`config.mk`:
```
export PLATFORM = sky130hd
export DESIGN_NAME = bus_initiator_flat
export DESIGN_NICKNAME = d
export VERILOG_FILES = /design/src/rtl/bus_initiator_if.sv /design/src/rtl/bus_initiator.sv /design/src/flat_wrapper.sv
export SDC_FILE = /design/constraint.sdc
export NUM_CORES = 1
export LEC_CHECK = 0
export ABC_AREA = 0
export CORE_ASPECT_RATIO = 1.75
export CORE_UTILIZATION = 55
export DETAILED_ROUTE_END_ITERATION = 7
export PLACE_DENSITY_LB_ADDON = 0.3
export REMOVE_ABC_BUFFERS = 1
export SETUP_SLACK_MARGIN = 0.05
export SLEW_MARGIN = 20
export SYNTH_ARGS = -nofsm -noshare
export SYNTH_HDL_FRONTEND = slang
export SYNTH_SLANG_ARGS = --single-unit
```
`constraint.sdc`:
```
create_clock -name clk -period 4.4 [get_ports clk]
set_input_delay 0.88 -clock clk [delete_from_list [all_inputs] [get_ports clk]]
set_output_delay 0.88 -clock clk [all_outputs]
set_load 0.01 [all_outputs]
```
`src/rtl/bus_initiator_if.sv`:
```
// ---------------------------------------------------------------------------
// bus_initiator_if
// Bundles the command stream, the response stream and the peripheral bus of
// bus_initiator into one interface.
//   command : cmd_valid, cmd_ready, cmd_op[1:0], cmd_addr, cmd_data, cmd_mask
//   response: rsp_valid, rsp_ready, rsp_data, rsp_timeout
//   status  : busy
//   bus     : addr, we, di (initiator -> responder), rdata (responder -> initiator)
// The bus read data is called rdata because "do" is a reserved word in
// SystemVerilog.
// Modports: master = the initiator side, slave = host/responder side.
// ---------------------------------------------------------------------------
interface bus_initiator_if #(
    parameter int ADDR_W = 16,
    parameter int DATA_W = 8
);
    logic              cmd_valid;
    logic              cmd_ready;
    logic [1:0]        cmd_op;
    logic [ADDR_W-1:0] cmd_addr;
    logic [DATA_W-1:0] cmd_data;
    logic [DATA_W-1:0] cmd_mask;

    logic              rsp_valid;
    logic              rsp_ready;
    logic [DATA_W-1:0] rsp_data;
    logic              rsp_timeout;

    logic              busy;

    logic [ADDR_W-1:0] addr;
    logic              we;
    logic [DATA_W-1:0] di;
    logic [DATA_W-1:0] rdata;

    modport master (
        input  cmd_valid, cmd_op, cmd_addr, cmd_data, cmd_mask,
        input  rsp_ready, rdata,
        output cmd_ready, rsp_valid, rsp_data, rsp_timeout, busy,
        output addr, we, di
    );

    modport slave (
        output cmd_valid, cmd_op, cmd_addr, cmd_data, cmd_mask,
        output rsp_ready, rdata,
        input  cmd_ready, rsp_valid, rsp_data, rsp_timeout, busy,
        input  addr, we, di
    );
endinterface

```
`src/rtl/bus_initiator.sv`:
```
// ---------------------------------------------------------------------------
// bus_initiator
// Command-driven master for the peripheral bus. Takes WRITE / READ / POLL /
// WAIT commands on a valid/ready stream, runs the bus cycles itself and
// returns exactly one response per command.
// Ports:
//   clk  - system clock
//   rst  - synchronous reset, active-high; aborts any command in flight
//   bus  - bus_initiator_if.master: command stream, response stream, busy,
//          and the registered bus outputs addr/we/di plus read data rdata
// Command encoding (cmd_op): 00 WRITE, 01 READ, 10 POLL, 11 WAIT.
// WAIT count is {cmd_mask, cmd_data}; the initiator idles count+1 cycles.
// POLL samples rdata every cycle until (rdata & mask) == (data & mask) or
// POLL_LIMIT samples have failed, in which case rsp_timeout is set.
// ---------------------------------------------------------------------------
module bus_initiator #(
    parameter int ADDR_W     = 16,
    parameter int DATA_W     = 8,
    parameter int POLL_LIMIT = 10_000_000
) (
    input  logic            clk,
    input  logic            rst,
    bus_initiator_if.master bus
);
    localparam int CNT_W  = $clog2(POLL_LIMIT + 1);
    localparam int WAIT_W = 2 * DATA_W;
    // Failure count at which the next failed sample is the last one allowed.
    localparam logic [CNT_W-1:0] POLL_LAST = CNT_W'(POLL_LIMIT - 1);

    localparam logic [1:0] OP_WRITE = 2'b00;
    localparam logic [1:0] OP_READ  = 2'b01;
    localparam logic [1:0] OP_POLL  = 2'b10;
    localparam logic [1:0] OP_WAIT  = 2'b11;

    typedef enum logic [2:0] {
        S_IDLE,
        S_WRITE,
        S_READ,
        S_POLL,
        S_WAIT,
        S_RESP
    } state_t;

    state_t              state;
    state_t              state_nxt;
    logic [DATA_W-1:0]   poll_val;
    logic [DATA_W-1:0]   poll_mask;
    logic [CNT_W-1:0]    poll_cnt;
    logic [WAIT_W-1:0]   wait_cnt;
    logic                accept;
    logic                poll_hit;
    logic                poll_expired;
    logic                wait_done;

    always_ff @(posedge clk) begin
        if (rst) begin
            state <= S_IDLE;
        end else begin
            state <= state_nxt;
        end
    end

    always_comb begin
        state_nxt     = state;
        bus.cmd_ready = (state == S_IDLE);
        bus.busy      = (state != S_IDLE);
        accept        = bus.cmd_valid && (state == S_IDLE);
        poll_hit      = ((bus.rdata ^ poll_val) & poll_mask) == '0;
        poll_expired  = (poll_cnt == POLL_LAST);
        wait_done     = (wait_cnt == '0);

        case (state)
            S_IDLE: begin
                if (bus.cmd_valid) begin
                    case (bus.cmd_op)
                        OP_WRITE: state_nxt = S_WRITE;
                        OP_READ:  state_nxt = S_READ;
                        OP_POLL:  state_nxt = S_POLL;
                        OP_WAIT:  state_nxt = S_WAIT;
                        default:  state_nxt = S_IDLE;
                    endcase
                end
            end
            S_WRITE: state_nxt = S_RESP;
            S_READ:  state_nxt = S_RESP;
            S_POLL: begin
                if (poll_hit || poll_expired) begin
                    state_nxt = S_RESP;
                end
            end
            S_WAIT: begin
                if (wait_done) begin
                    state_nxt = S_RESP;
                end
            end
            S_RESP: begin
                if (bus.rsp_ready) begin
                    state_nxt = S_IDLE;
                end
            end
            default: state_nxt = S_IDLE;
        endcase
    end

    always_ff @(posedge clk) begin
        if (rst) begin
            bus.addr        <= '0;
            bus.we          <= 1'b0;
            bus.di          <= '0;
            bus.rsp_valid   <= 1'b0;
            bus.rsp_data    <= '0;
            bus.rsp_timeout <= 1'b0;
            poll_val        <= '0;
            poll_mask       <= '0;
            poll_cnt        <= '0;
            wait_cnt        <= '0;
        end else begin
            // The write strobe is a one-cycle pulse raised only on WRITE accept.
            bus.we <= 1'b0;
            case (state)
                S_IDLE: begin
                    if (accept) begin
                        poll_val        <= bus.cmd_data;
                        poll_mask       <= bus.cmd_mask;
                        poll_cnt        <= '0;
                        wait_cnt        <= {bus.cmd_mask, bus.cmd_data};
                        bus.di          <= bus.cmd_data;
                        bus.we          <= (bus.cmd_op == OP_WRITE);
                        bus.rsp_timeout <= 1'b0;
                        // WAIT carries no address; the bus keeps its last one.
                        if (bus.cmd_op != OP_WAIT) begin
                            bus.addr <= bus.cmd_addr;
                        end
                    end
                end
                S_WRITE: begin
                    bus.rsp_valid <= 1'b1;
                    bus.rsp_data  <= bus.di;
                end
                S_READ: begin
                    bus.rsp_valid <= 1'b1;
                    bus.rsp_data  <= bus.rdata;
                end
                S_POLL: begin
                    if (poll_hit || poll_expired) begin
                        bus.rsp_valid   <= 1'b1;
                        bus.rsp_data    <= bus.rdata;
                        bus.rsp_timeout <= !poll_hit;
                    end else begin
                        poll_cnt <= poll_cnt + CNT_W'(1);
                    end
                end
                S_WAIT: begin
                    if (wait_done) begin
                        bus.rsp_valid <= 1'b1;
                        bus.rsp_data  <= '0;
                    end else begin
                        wait_cnt <= wait_cnt - WAIT_W'(1);
                    end
                end
                S_RESP: begin
                    if (bus.rsp_ready) begin
                        bus.rsp_valid <= 1'b0;
                    end
                end
                default: begin
                    bus.rsp_valid <= 1'b0;
                end
            endcase
        end
    end
endmodule

```
`src/flat_wrapper.sv`:
```
// flat-port wrapper written by rule: the top's interface ports become plain ports
module bus_initiator_flat 
#(
    parameter int ADDR_W     = 16,
    parameter int DATA_W     = 8,
    parameter int POLL_LIMIT = 10_000_000
)
  (clk, rst, bus_cmd_valid, bus_cmd_op, bus_cmd_addr, bus_cmd_data, bus_cmd_mask, bus_rsp_ready, bus_rdata, bus_cmd_ready, bus_rsp_valid, bus_rsp_data, bus_rsp_timeout, bus_busy, bus_addr, bus_we, bus_di);
  bus_initiator_if #(.ADDR_W(ADDR_W), .DATA_W(DATA_W)) bus_i ();
  input  logic clk;
  input  logic rst;
  input wire logic [$bits(bus_i.cmd_valid)-1:0] bus_cmd_valid;
  input wire logic [$bits(bus_i.cmd_op)-1:0] bus_cmd_op;
  input wire logic [$bits(bus_i.cmd_addr)-1:0] bus_cmd_addr;
  input wire logic [$bits(bus_i.cmd_data)-1:0] bus_cmd_data;
  input wire logic [$bits(bus_i.cmd_mask)-1:0] bus_cmd_mask;
  input wire logic [$bits(bus_i.rsp_ready)-1:0] bus_rsp_ready;
  input wire logic [$bits(bus_i.rdata)-1:0] bus_rdata;
  output wire logic [$bits(bus_i.cmd_ready)-1:0] bus_cmd_ready;
  output wire logic [$bits(bus_i.rsp_valid)-1:0] bus_rsp_valid;
  output wire logic [$bits(bus_i.rsp_data)-1:0] bus_rsp_data;
  output wire logic [$bits(bus_i.rsp_timeout)-1:0] bus_rsp_timeout;
  output wire logic [$bits(bus_i.busy)-1:0] bus_busy;
  output wire logic [$bits(bus_i.addr)-1:0] bus_addr;
  output wire logic [$bits(bus_i.we)-1:0] bus_we;
  output wire logic [$bits(bus_i.di)-1:0] bus_di;
  assign bus_i.cmd_valid = bus_cmd_valid;
  assign bus_i.cmd_op = bus_cmd_op;
  assign bus_i.cmd_addr = bus_cmd_addr;
  assign bus_i.cmd_data = bus_cmd_data;
  assign bus_i.cmd_mask = bus_cmd_mask;
  assign bus_i.rsp_ready = bus_rsp_ready;
  assign bus_i.rdata = bus_rdata;
  assign bus_cmd_ready = bus_i.cmd_ready;
  assign bus_rsp_valid = bus_i.rsp_valid;
  assign bus_rsp_data = bus_i.rsp_data;
  assign bus_rsp_timeout = bus_i.rsp_timeout;
  assign bus_busy = bus_i.busy;
  assign bus_addr = bus_i.addr;
  assign bus_we = bus_i.we;
  assign bus_di = bus_i.di;
  bus_initiator #(.ADDR_W(ADDR_W), .DATA_W(DATA_W), .POLL_LIMIT(POLL_LIMIT)) u_core (.clk(clk), .rst(rst), .bus(bus_i));
endmodule
```
==> summary.md, run 1 <==
| Metric | Value |
|---|---|
| Slew HR | `33.53%` |
| Pwr Total | `3.154 mW` |
| Area of the multi-input gates | `2307 µm²` |
| # diodes | `0` |
| Routed vias | `4318` |
| M1 GR Usage | `31.60%` |
| Vias per cell | `a little over 6` |
| Largest net degree at the start of global routing | `64` |
| Wire length per cell | `16.78 µm` |
| Met2 usage | `between 50% and 60%` |
| Ports | `83` |
| Max Cap Viol | `0` |
| Total of fill cells in the finished design | `562` |
| Final Hold Fails | `0` |
| Crit path DAT | `3.14 ns` |
| Switching part of the total | `39.71%` |
| CTS max path bufs | `2` |
| Post-synth EDFFs | `0` |
| Die Area | `7995 µm²` |
| Area contributors post-synth | `dfxtp_1 41%, nand2_1 9.2%, a21oi_1 8.0%` |
| Combinational power share | `approximately 43%` |
| Static Leak | `1.921 nW` |
| Worst Setup End Kind | `flop` |
| FFs w/ async S/R, synth | `0%` |
| Worst hold path class | `reg2reg` |
| Root Driver | `clkbuf_16` |
| Final hold slack | `0.4553 ns` |
| Post-DP HPWL | `8.435 mm` |
| Post-layout min period | `~2.9 ns` |
| Share of post-route cells with drive strength above 1 | `6.006%` |
| PwrDens | `around 590 nW/µm²` |
| Layer with the highest usage | `met2` |
| Required time of the critical path | `4.61 ns` |
| Outcome | `completed` |
| Commonest non-fill, non-tap cells in the layout | `103 x nand2_1, 86 x dfxtp_1, 81 x clkdlybuf4s50_1, 66 x a21oi_1, 46 x nor2_1` |
| Gr ovfl total | `0` |
| Post-cts repair resize count | `0` |
| Num CTS Buffers | `9` |
| DR iter-0 viols | `391` |
| Tcrit/Tclk final | `66.75%` |
| Max-slew violations | `0` |
| Core area | `approximately 7300 µm²` |
| Clock sinks | `86` |
| Worst-Skew Late Latency | `0.35 ns` |
| Peak supply drop | `0.0003797 V` |
| Global-route wire length before repair | `18.73 mm` |
| H-tree depth | `3` |
| FF/Latch Area | `1722 µm²` |
| Gr usage total | `30.78%` |
| DRT Wirelength | `11.78 mm` |
| Sequential share of the synthesized area | `between 40 and 50%` |
| Net switching power | `1.252 mW` |
| Fin nets | `663` |
| Final setup violation count | `0` |
| Clock Pin Slew Worst Setup and Hold Paths | `0.06 ns` |
| Most common cell after layout, fill and taps aside | `nand2_1` |
| Rows | `41` |
| Syn. warnings | `0` |
| Syn Std Cell Area | `4195 µm²` |
| Post-synthesis register bit count | `86` |
| Synthesized instance count | `547` |
| Hold-fix buffers at CTS | `0` |
| DRC viols | `0` |
| Finished Layout Cells | `702` |
| Die Y | `~120 µm` |
| Crit-path max FO | `21` |
| Critical path class | `in2reg` |
| Pre-Repair DR Iteration Count | `7` |
| Max Fclk | `0.3405 GHz` |
| DIE WIDTH | `68.02 µm` |
| IO Port Bufs | `82` |
| RSZ-0062 raised after global routing | `false` |
| Top_reg_cell synth | `dfxtp_1` |
| Clk pwr share | `23.2%` |
| Worst Tran Pin Value | `slightly below 1 ns` |
| Cell taking the most area after synthesis | `dfxtp_1` |
| Antenna-violating nets left | `0` |
| Sequential share of power | `34.2%` |
| CP startpoint kind | `primary input` |
| Initial antenna violation count | `0` |
| CTS tree | `built` |
| Setup skew after layout | `just over 0.008 ns` |
| Initial Util | `57.59%` |
| RD Place Congestion | `0.9558` |
| Cell Int Power | `1.901 mW` |
| Grt met3 use | `5.233%` |
| Yosys top cell area share | `41.04%` |
| Cells after DPL | `686` |
| Vias in the first global route | `4055` |
| Setup TNS | `0 ns` |
| Area growth from synthesis to layout | `26.93%` |
| Mean post-synth cell area | `7.670 µm²` |
| Yosys cell types | `50` |
| Setup bufs post-CTS | `0` |
stage by stage:
step | util [%] | worst slack [ns] | cell area, µm²
floorplan | - | 0.2068 | 4053
global placement | 69.17 | 1.340 | 5039
detailed placement | 69.17 | 1.260 | 5039
CTS | 73.10 | 1.502 | 5325
global route | 73.10 | 1.346 | 5325
finish | 73.10 | 1.463 | 5325
power by group through the flow:
stage / Combinational [mW] / Clock [mW] / Sequential [mW]
2_1_floorplan: 0.772 / 0 / 1.09
6_report: 1.34 / 0.733 / 1.08
5_1_grt: 1.46 / 0.768 / 1.10
3_5_place_dp: 1.32 / 0 / 1.09
3_3_place_gp: 1.28 / 0 / 1.08
4_1_cts: 1.33 / 0.738 / 1.07
sequential cells by signal, summed over array words and instances, names as in the netlist:
register,cells
u_core.bus.addr,16
u_core.bus.di,8
u_core.bus.rsp_data,8
u_core.bus.rsp_timeout,1
u_core.bus.rsp_valid,1
u_core.bus.we,1
u_core.poll_cnt,24
u_core.poll_mask,8
u_core.state,3
u_core.wait_cnt,16
layout make-up:
type,instances,area share [%]
Multi-Input combinational cell,416,43.33
Sequential cell,86,32.33
Timing Repair Buffer,89,16.31
Clock buffer,12,4.817
Tap cell,86,2.021
Inverter,9,0.6344
Clock inverter,4,0.5639
layer usage:
metal	wire (µm)	up-vias
met1	4087	2000
met3	683	44
met2	6474	192
met4	533	0
li1	-	2082
met5	0	-
path summary, 6_finish.rpt:
kind | endpoint | start | cells after the start | slack, ns
hold reg to reg | u_core.poll_mask[1] | u_core.poll_mask[1] | 2 | 0.46
hold / removal | u_core.poll_mask[1] | u_core.poll_mask[1] | 2 | 0.46
setup reg to reg | u_core.bus.rsp_data[4] | u_core.wait_cnt[0] | 8 | 1.50
setup / recovery | u_core.wait_cnt[13] | bus_cmd_valid | 7 | 1.46
Yosys cell counts (9+ instances only):
cell type  count
dfxtp_1       86
clkbuf_1      30
or3_1         18
nand3_1       22
a22oi_1       13
nand2_1      103
a21oi_1       67
nor2_1        46
inv_1          9
o21ai_0       29
xor2_1         9
nor3_1        11
cells by family (layout without fill, tap and decap cells):
logic type / count (synthesis) / count (layout) / share of synthesized area [%]
flops: 86 / 86 / 41.04
xor+xnor: 9 / 9 / 1.879
simple gates: 250 / 250 / 28.42
compound gates: 149 / 149 / 22.19
buf+inv: 45 / 114 / 4.205
fa+ha+maj: 6 / 6 / 1.789
mux: 2 / 2 / 0.4772
critical path, cell delays in order:
cell             delay [ns]
clkdlybuf4s50_1        0.51
nor2_1                 0.08
nor3_1                 0.40
o41a_1                 0.73
o21ai_0                0.25
a22oi_1                0.24
nor2_1                 0.06
Note: power is estimated with default switching activity, not from simulation.
==> run 2, diff against run 1 <==
- CORE_UTILIZATION: 55 -> 47
- clock period: 4.4 -> 2.5 ns (I/O delays scaled with it)
==> summary.md, run 2 (synthesis results as in run 1) <==
| Metric | Value |
|---|---|
| Worst hold path class | `reg2reg` |
| Max Cap Viol | `0 (unchanged)` |
| Slew HR | `67.47% (+34 points)` |
| Max reg flops | `24 (unchanged)` |
| Startpoint of the worst hold path | `u_core.bus.addr[9]` |
| RD Place Congestion | `0.9714 (+1.6%)` |
| Rows | `45 (+9.8%)` |
| Final setup violation count | `0 (unchanged)` |
| Initial antenna violation count | `0 (unchanged)` |
| IO Port Bufs | `82 (unchanged)` |
| DR iter-0 viols | `297 (-24%)` |
| Most common cell after layout, fill and taps aside | `nand2_1` |
| Worst R2R Path Depth | `7 (-1)` |
| RSZ-0062 raised after global routing | `true` |
| Gr usage total | `28.76% (-2.0 points)` |
| Core area | `8671 µm² (+19%)` |
| Worst R2R Start | `u_core.wait_cnt[7]` |
| Crit-path max cell delay | `0.54 ns (-0.19 ns)` |
| Post-DP HPWL | `9.555 mm (+13%)` |
| Setup TNS | `0 ns (unchanged)` |
| Clock Pin Slew Worst Setup and Hold Paths | `0.06 ns (about the same)` |
| Antenna-violating nets left | `0 (unchanged)` |
| Largest reg by FF count | `u_core.poll_cnt` |
| Outcome | `completed` |
| Tcrit/Tclk final | `a little over nine tenths` |
| Peak supply drop | `0.0007866 V (+110%)` |
| Crit path DAT | `2.71 ns (-0.43 ns)` |
| WHS Path Cells | `2 (unchanged)` |
| Die Area | `9323 µm² (+17%)` |
| Finished Layout Cells | `772 (+10%)` |
| Gr ovfl total | `0 (unchanged)` |
| Max-slew violations | `0 (unchanged)` |
| Setup skew after layout | `0.005020 ns (-0.003230 ns)` |
| # diodes | `0 (unchanged)` |
| Sequential share of power | `31.3% (-2.9 points)` |
| Worst path most repeated cell | `or4_4` |
| Vias per cell | `5.863 (-4.7%)` |
| Share of post-route cells with drive strength above 1 | `13.59% (+7.6 points)` |
| Commonest non-fill, non-tap cells in the layout | `103 x nand2_1, 84 x dfxtp_1, 81 x clkdlybuf4s50_1, 66 x a21oi_1, 45 x buf_4` |
| Root Driver | `clkbuf_16` |
| Cell Int Power | `3.690 mW (+94%)` |
| Combinational power share | `48.5% (+5.9 points)` |
| Max Fclk | `slightly above 0.4 GHz` |
| Clk pwr share | `20.2% (-3.0 points)` |
| Placed cell areas | `5338 µm² (+5.9%)` |
| Die Y | `127.0 µm (+8.0%)` |
| Num CTS Buffers | `9 (unchanged)` |
| Crit-path max FO | `8 (-62%)` |
| R2R setup slack | `0.03 ns (-1.47 ns)` |
| Wire length per cell | `16.86 µm (+0.48%)` |
| Vias in the first global route | `4503 (+11%)` |
| Worst Tran Pin Value | `0.4834 ns (-0.5028 ns)` |
| Fin nets | `703 (+6.0%)` |
| Worst-Skew Late Latency | `0.34 ns (about the same)` |
| Ports | `83 (unchanged)` |
| Worst Setup End Kind | `flop` |
| PwrDens | `1053 nW/µm² (+78%)` |
| CTS max path bufs | `2 (unchanged)` |
| Clock sinks | `86 (unchanged)` |
| Global-route wire length before repair | `20.69 mm (+11%)` |
| Cells after DPL | `750 (+9.3%)` |
| DRC viols | `0 (unchanged)` |
| Worst Hold End | `u_core.bus.addr[9]` |
| Net switching power | `2.333 mW (+86%)` |
| Initial Util | `48.38% (-9.2 points)` |
| Switching part of the total | `38.73% (-0.98 points)` |
| Post-layout min period | `2.469 ns` |
| CTS tree | `built` |
| Finished Core Util | `66.00% (-7.1 points)` |
| CP startpoint kind | `flop` |
| Critical path class | `reg2reg` |
| DIE WIDTH | `73.42 µm (+7.9%)` |
| Critical R2R Capture | `u_core.bus.rsp_data[0]` |
| Static Leak | `2.121 nW (+10%)` |
| H-tree depth | `3 (unchanged)` |
| Required time of the critical path | `2.74 ns (-1.87 ns)` |
| Crit-path slowest cell | `or4_4` |
| Area growth from synthesis to layout | `36.42%` |
| Routed vias | `4526 (+4.8%)` |
| DRT Wirelength | `13.02 mm (+11%)` |
| Final Hold Fails | `0 (unchanged)` |
| Finished Cell Area | `5723 µm² (+7.5%)` |
| CP cell instances | `or4_4, or4_4, o31a_1, a21oi_4, buf_12, nor2_2, a311oi_1` |
| Pre-Repair DR Iteration Count | `5 (-2)` |
| Biggest regs | `u_core.poll_cnt (24), u_core.bus.addr (16), u_core.wait_cnt (16)` |
| Largest net degree at the start of global routing | `36 (-44%)` |
## run 2: changes by cell type in the layout (fill, tap and decap cells not counted), moves of 2 or more
cell and change:
nor2_2 +5, inv_2 +2, clkbuf_8 -2, nor2_1 -5, dfxtp_1 -2, buf_4 +38, inv_1 -2
## run 2: power groups by stage
stage	Sequential [mW]	Clock, mW	Combinational (mW)
4_1_cts	1.87	1.23	2.86
3_5_place_dp	1.90	0	2.68
2_1_floorplan	1.93	0	1.36
6_report	1.88	1.22	2.92
5_1_grt	1.91	1.28	3.17
3_3_place_gp	1.89	0	2.61
## run 2: worst max path at each step
stage | endpoint | startpoint | cells after the start
final | u_core.bus.rsp_data[0] | u_core.wait_cnt[7] | 7
after detailed placement | u_core.bus.rsp_data[0] | u_core.wait_cnt[1] | 9
after global placement | u_core.poll_cnt[21] | bus_rdata[5] | 10
after global routing | u_core.bus.rsp_data[4] | u_core.wait_cnt[1] | 9
after CTS | u_core.bus.rsp_data[0] | u_core.wait_cnt[1] | 9
after floorplan | u_core.poll_cnt[19] | u_core.state[2] | 5
## run 2: worst max-delay path, delay by kind of cell, from the launching register on
family                 cells  cell delay (ns)
DFF                        1             0.35
buffers and inverters      1             0.16
AOI/OAI and AO/OA          3             0.74
and+or+nand+nor            3             1.11
## run 2: cell type report
cell class / instances / area (µm²)
well taps: 117 / 146.4
multi-input cells: 416 / 2349
repair buffers: 129 / 1201
fillers: 784 / 2948
clock inverters: 5 / 37.54
clock buffers: 10 / 229.0
flip-flops and latches: 86 / 1727
inverters: 9 / 33.78
## run 2: through the flow
stage / worst slack, ns / hold WS [ns] / total power, mW
2_1_floorplan: -1.344 / 0.4300 / 3.285
4_1_cts: 0.02782 / 0.4553 / 5.954
3_3_place_gp: -0.03702 / 0.4419 / 4.493
6_report: 0.03093 / 0.4530 / 6.023
5_1_grt: -0.002252 / 0.4716 / 6.361
3_5_place_dp: -0.1359 / 0.4466 / 4.579
## run 2: what timing repair did
action                                  4_1_cts  5_1_grt
pin swaps                                    11        0
endpoints found under the setup margin        9       24
gates cloned                                  1        0
buffers inserted                              6        0
resized for setup                            10        6
hold buffers                                  0        0
## run 2: layer usage
| metal | vias up | GRT usage [%] | share of wire (%) |
|---|---|---|---|
| li1 | 2154 | - | - |
| met1 | 2091 | 27.38 | 33 |
| met2 | 212 | 54.08 | 55 |
| met3 | 69 | 4.890 | 5.5 |
| met4 | 0 | 19.12 | 6.7 |
| met5 | - | 0 | 0 |
==> run 3, diff against run 2 <==
- CORE_UTILIZATION: 47 -> 45
- REMOVE_ABC_BUFFERS: 1 -> unset
==> summary.md, run 3 (synthesis results as in run 1) <==
| Metric | Value |
|---|---|
| H-tree depth | `3 (unchanged)` |
| Initial Util | `46.43% (-2.0 points)` |
| Most common cell after layout, fill and taps aside | `nand2_1` |
| DRC viols | `0 (unchanged)` |
| Crit-path slowest cell | `or4_4` |
| Required time of the critical path | `2.68 ns (-0.06 ns)` |
| Max reg flops | `24 (unchanged)` |
| Initial antenna violation count | `0 (unchanged)` |
| WHS Path Cells | `2 (unchanged)` |
| CP cell instances | `or4_4, or4_4, o31a_1, a21oi_4, clkbuf_16, buf_4, a311oi_1` |
| Pre-Repair DR Iteration Count | `7 (+2)` |
| Setup skew after layout | `0.007083 ns (+0.002063 ns)` |
| R2R setup slack | `0.04 ns (about the same)` |
| Core area | `9036 µm² (+4.2%)` |
| Die Area | `9728 µm² (+4.4%)` |
| Global-route wire length before repair | `20.04 mm (-3.2%)` |
| Slew HR | `52.72% (-15 points)` |
| Finished Core Util | `63.09% (-2.9 points)` |
| Post-synthesis net count | `599` |
| Fin nets | `692 (-1.6%)` |
| Antenna-violating nets left | `0 (unchanged)` |
| Biggest regs | `u_core.poll_cnt (24), u_core.bus.addr (16), u_core.wait_cnt (16)` |
| Wire length per cell | `16.02 µm (-5.0%)` |
| Startpoint of the worst hold path | `u_core.bus.addr[12]` |
| Worst Hold End | `u_core.bus.addr[12]` |
| Crit-path max FO | `6 (-2)` |
| Worst Tran Pin Value | `0.7092 ns (+0.2258 ns)` |
| Share of post-route cells with drive strength above 1 | `11.49% (-2.1 points)` |
| Crit-path max cell delay | `0.53 ns (about the same)` |
| Static Leak | `2.093 nW (-1.3%)` |
| Clock Pin Slew Worst Setup and Hold Paths | `0.06 ns (about the same)` |
| Critical R2R Capture | `u_core.bus.rsp_data[7]` |
| Crit path DAT | `2.65 ns (-0.06 ns)` |
| Num CTS Buffers | `9 (unchanged)` |
| Worst R2R Path Depth | `7 (unchanged)` |
| Commonest non-fill, non-tap cells in the layout | `103 x nand2_1, 84 x dfxtp_1, 81 x clkdlybuf4s50_1, 66 x a21oi_1, 43 x nor2_1` |
| Buffers and inverters on the worst path | `2 (+1)` |
| DRT Wirelength | `12.24 mm (-5.9%)` |
| Post-layout min period | `2.465 ns (-0.004263 ns)` |
| Worst path most repeated cell | `or4_4` |
| Worst Setup End Kind | `flop` |
| # diodes | `0 (unchanged)` |
| Finished Cell Area | `5700 µm² (-0.39%)` |
| Final Hold Fails | `0 (unchanged)` |
| Vias in the first global route | `4307 (-4.4%)` |
| CP startpoint kind | `flop` |
| Critical path's top delay family | `simple AND/OR/NAND/NOR gates` |
| Worst R2R Start | `u_core.wait_cnt[7]` |
| RD Place Congestion | `0.9351 (-3.7%)` |
| Gr ovfl total | `0 (unchanged)` |
| Outcome | `completed` |
| Setup TNS | `0 ns (unchanged)` |
| Max-slew violations | `0 (unchanged)` |
| RSZ-0062 raised after global routing | `true` |
| Max Fclk | `0.4057 GHz (+0.17%)` |
| CTS max path bufs | `2 (unchanged)` |
| Area growth from synthesis to layout | `35.88%` |
| Root Driver | `clkbuf_16` |
| Finished Layout Cells | `764 (-1.0%)` |
| Placed cell areas | `5286 µm² (-0.96%)` |
| Gr usage total | `26.95% (-1.8 points)` |
| Clock sinks | `86 (unchanged)` |
| DIE WIDTH | `74.99 µm (+2.1%)` |
| Peak supply drop | `0.0005196 V (-34%)` |
| Critical path class | `reg2reg` |
| Largest net degree at the start of global routing | `64 (+78%)` |
| PwrDens | `1058 nW/µm² (+0.52%)` |
| Worst-Skew Late Latency | `0.34 ns (about the same)` |
| Routed vias | `4405 (-2.7%)` |
| CTS tree | `built` |
| Final setup violation count | `0 (unchanged)` |
| Cells after DPL | `742 (-1.1%)` |
| Tcrit/Tclk final | `98.59% (-0.17 points)` |
| Vias per cell | `5.766 (-1.7%)` |
| Post-DP HPWL | `8.797 mm (-7.9%)` |
| DR iter-0 viols | `233 (-22%)` |
| Largest reg by FF count | `u_core.poll_cnt` |
| IO Port Bufs | `82 (unchanged)` |
| Worst hold path class | `reg2reg` |
| Die Y | `129.7 µm (+2.2%)` |
| Final hold slack | `0.4525 ns (-0.0004960 ns)` |
| Rows | `46 (+2.2%)` |
| Max Cap Viol | `0 (unchanged)` |
| Ports | `83 (unchanged)` |
run 3: worst max path at each step:
stage | from | endpoint | cells after the start
global route | u_core.wait_cnt[0] | u_core.bus.rsp_data[1] | 9
global placement | bus_rdata[5] | u_core.bus.rsp_valid | 8
floorplan | u_core.wait_cnt[0] | u_core.bus.rsp_data[5] | 9
CTS | u_core.wait_cnt[0] | u_core.bus.rsp_data[3] | 9
finish | u_core.wait_cnt[7] | u_core.bus.rsp_data[7] | 7
detailed placement | u_core.wait_cnt[1] | u_core.bus.rsp_data[6] | 9
run 3: cell type report:
| cell class | instances | area (µm²) |
|---|---|---|
| Inverter | 9 | 33.78 |
| Timing Repair Buffer | 118 | 1149 |
| Clock buffer | 14 | 254.0 |
| Sequential cell | 86 | 1724 |
| Clock inverter | 1 | 30.03 |
| Multi-Input combinational cell | 416 | 2360 |
| Tap cell | 120 | 150.1 |
| Fill cell | 799 | 3336 |
run 3: what timing repair did:
| action | in CTS | in global routing |
|---|---|---|
| buffers inserted | 5 | 1 |
| cloned | 1 | 0 |
| endpoints found under the setup margin | 8 | 19 |
| resized for setup | 10 | 8 |
| pin swaps | 3 | 2 |
| hold buffers | 0 | 0 |
run 3: routing by layer:
layer | GRT usage (%) | wire length (µm) | vias to the layer above
met5 | 0 | 0 | -
met4 | 14.98 | 490 | 0
met3 | 6.486 | 451 | 31
met2 | 48.12 | 6797 | 117
met1 | 28.02 | 4501 | 2121
li1 | - | - | 2136
run 3: worst register-to-register path, stage by stage, from the launching register on:
cell       delay (ns)
dfxtp_1          0.34
or4_4            0.53
or4_4            0.53
o31a_1           0.29
a21oi_4          0.23
clkbuf_16        0.20
buf_4            0.11
a311oi_1         0.08
run 3: per-stage QoR:
| stage | total power, mW | setup WS, ns |
|---|---|---|
| floorplan | 3.400 | 0.07529 |
| global placement | 4.419 | 0.06691 |
| detailed placement | 4.486 | 0.01591 |
| CTS | 5.985 | 0.02076 |
| global route | 6.427 | -0.07224 |
| finish | 6.031 | 0.03519 |
run 3: power breakdown:
| group | leakage, nW | internal (mW) | switching (mW) |
|---|---|---|---|
| Combinational | 1.25 | 1.34 | 1.51 |
| Sequential | 0.703 | 1.65 | 0.222 |
| Clock | 0.137 | 0.798 | 0.509 |
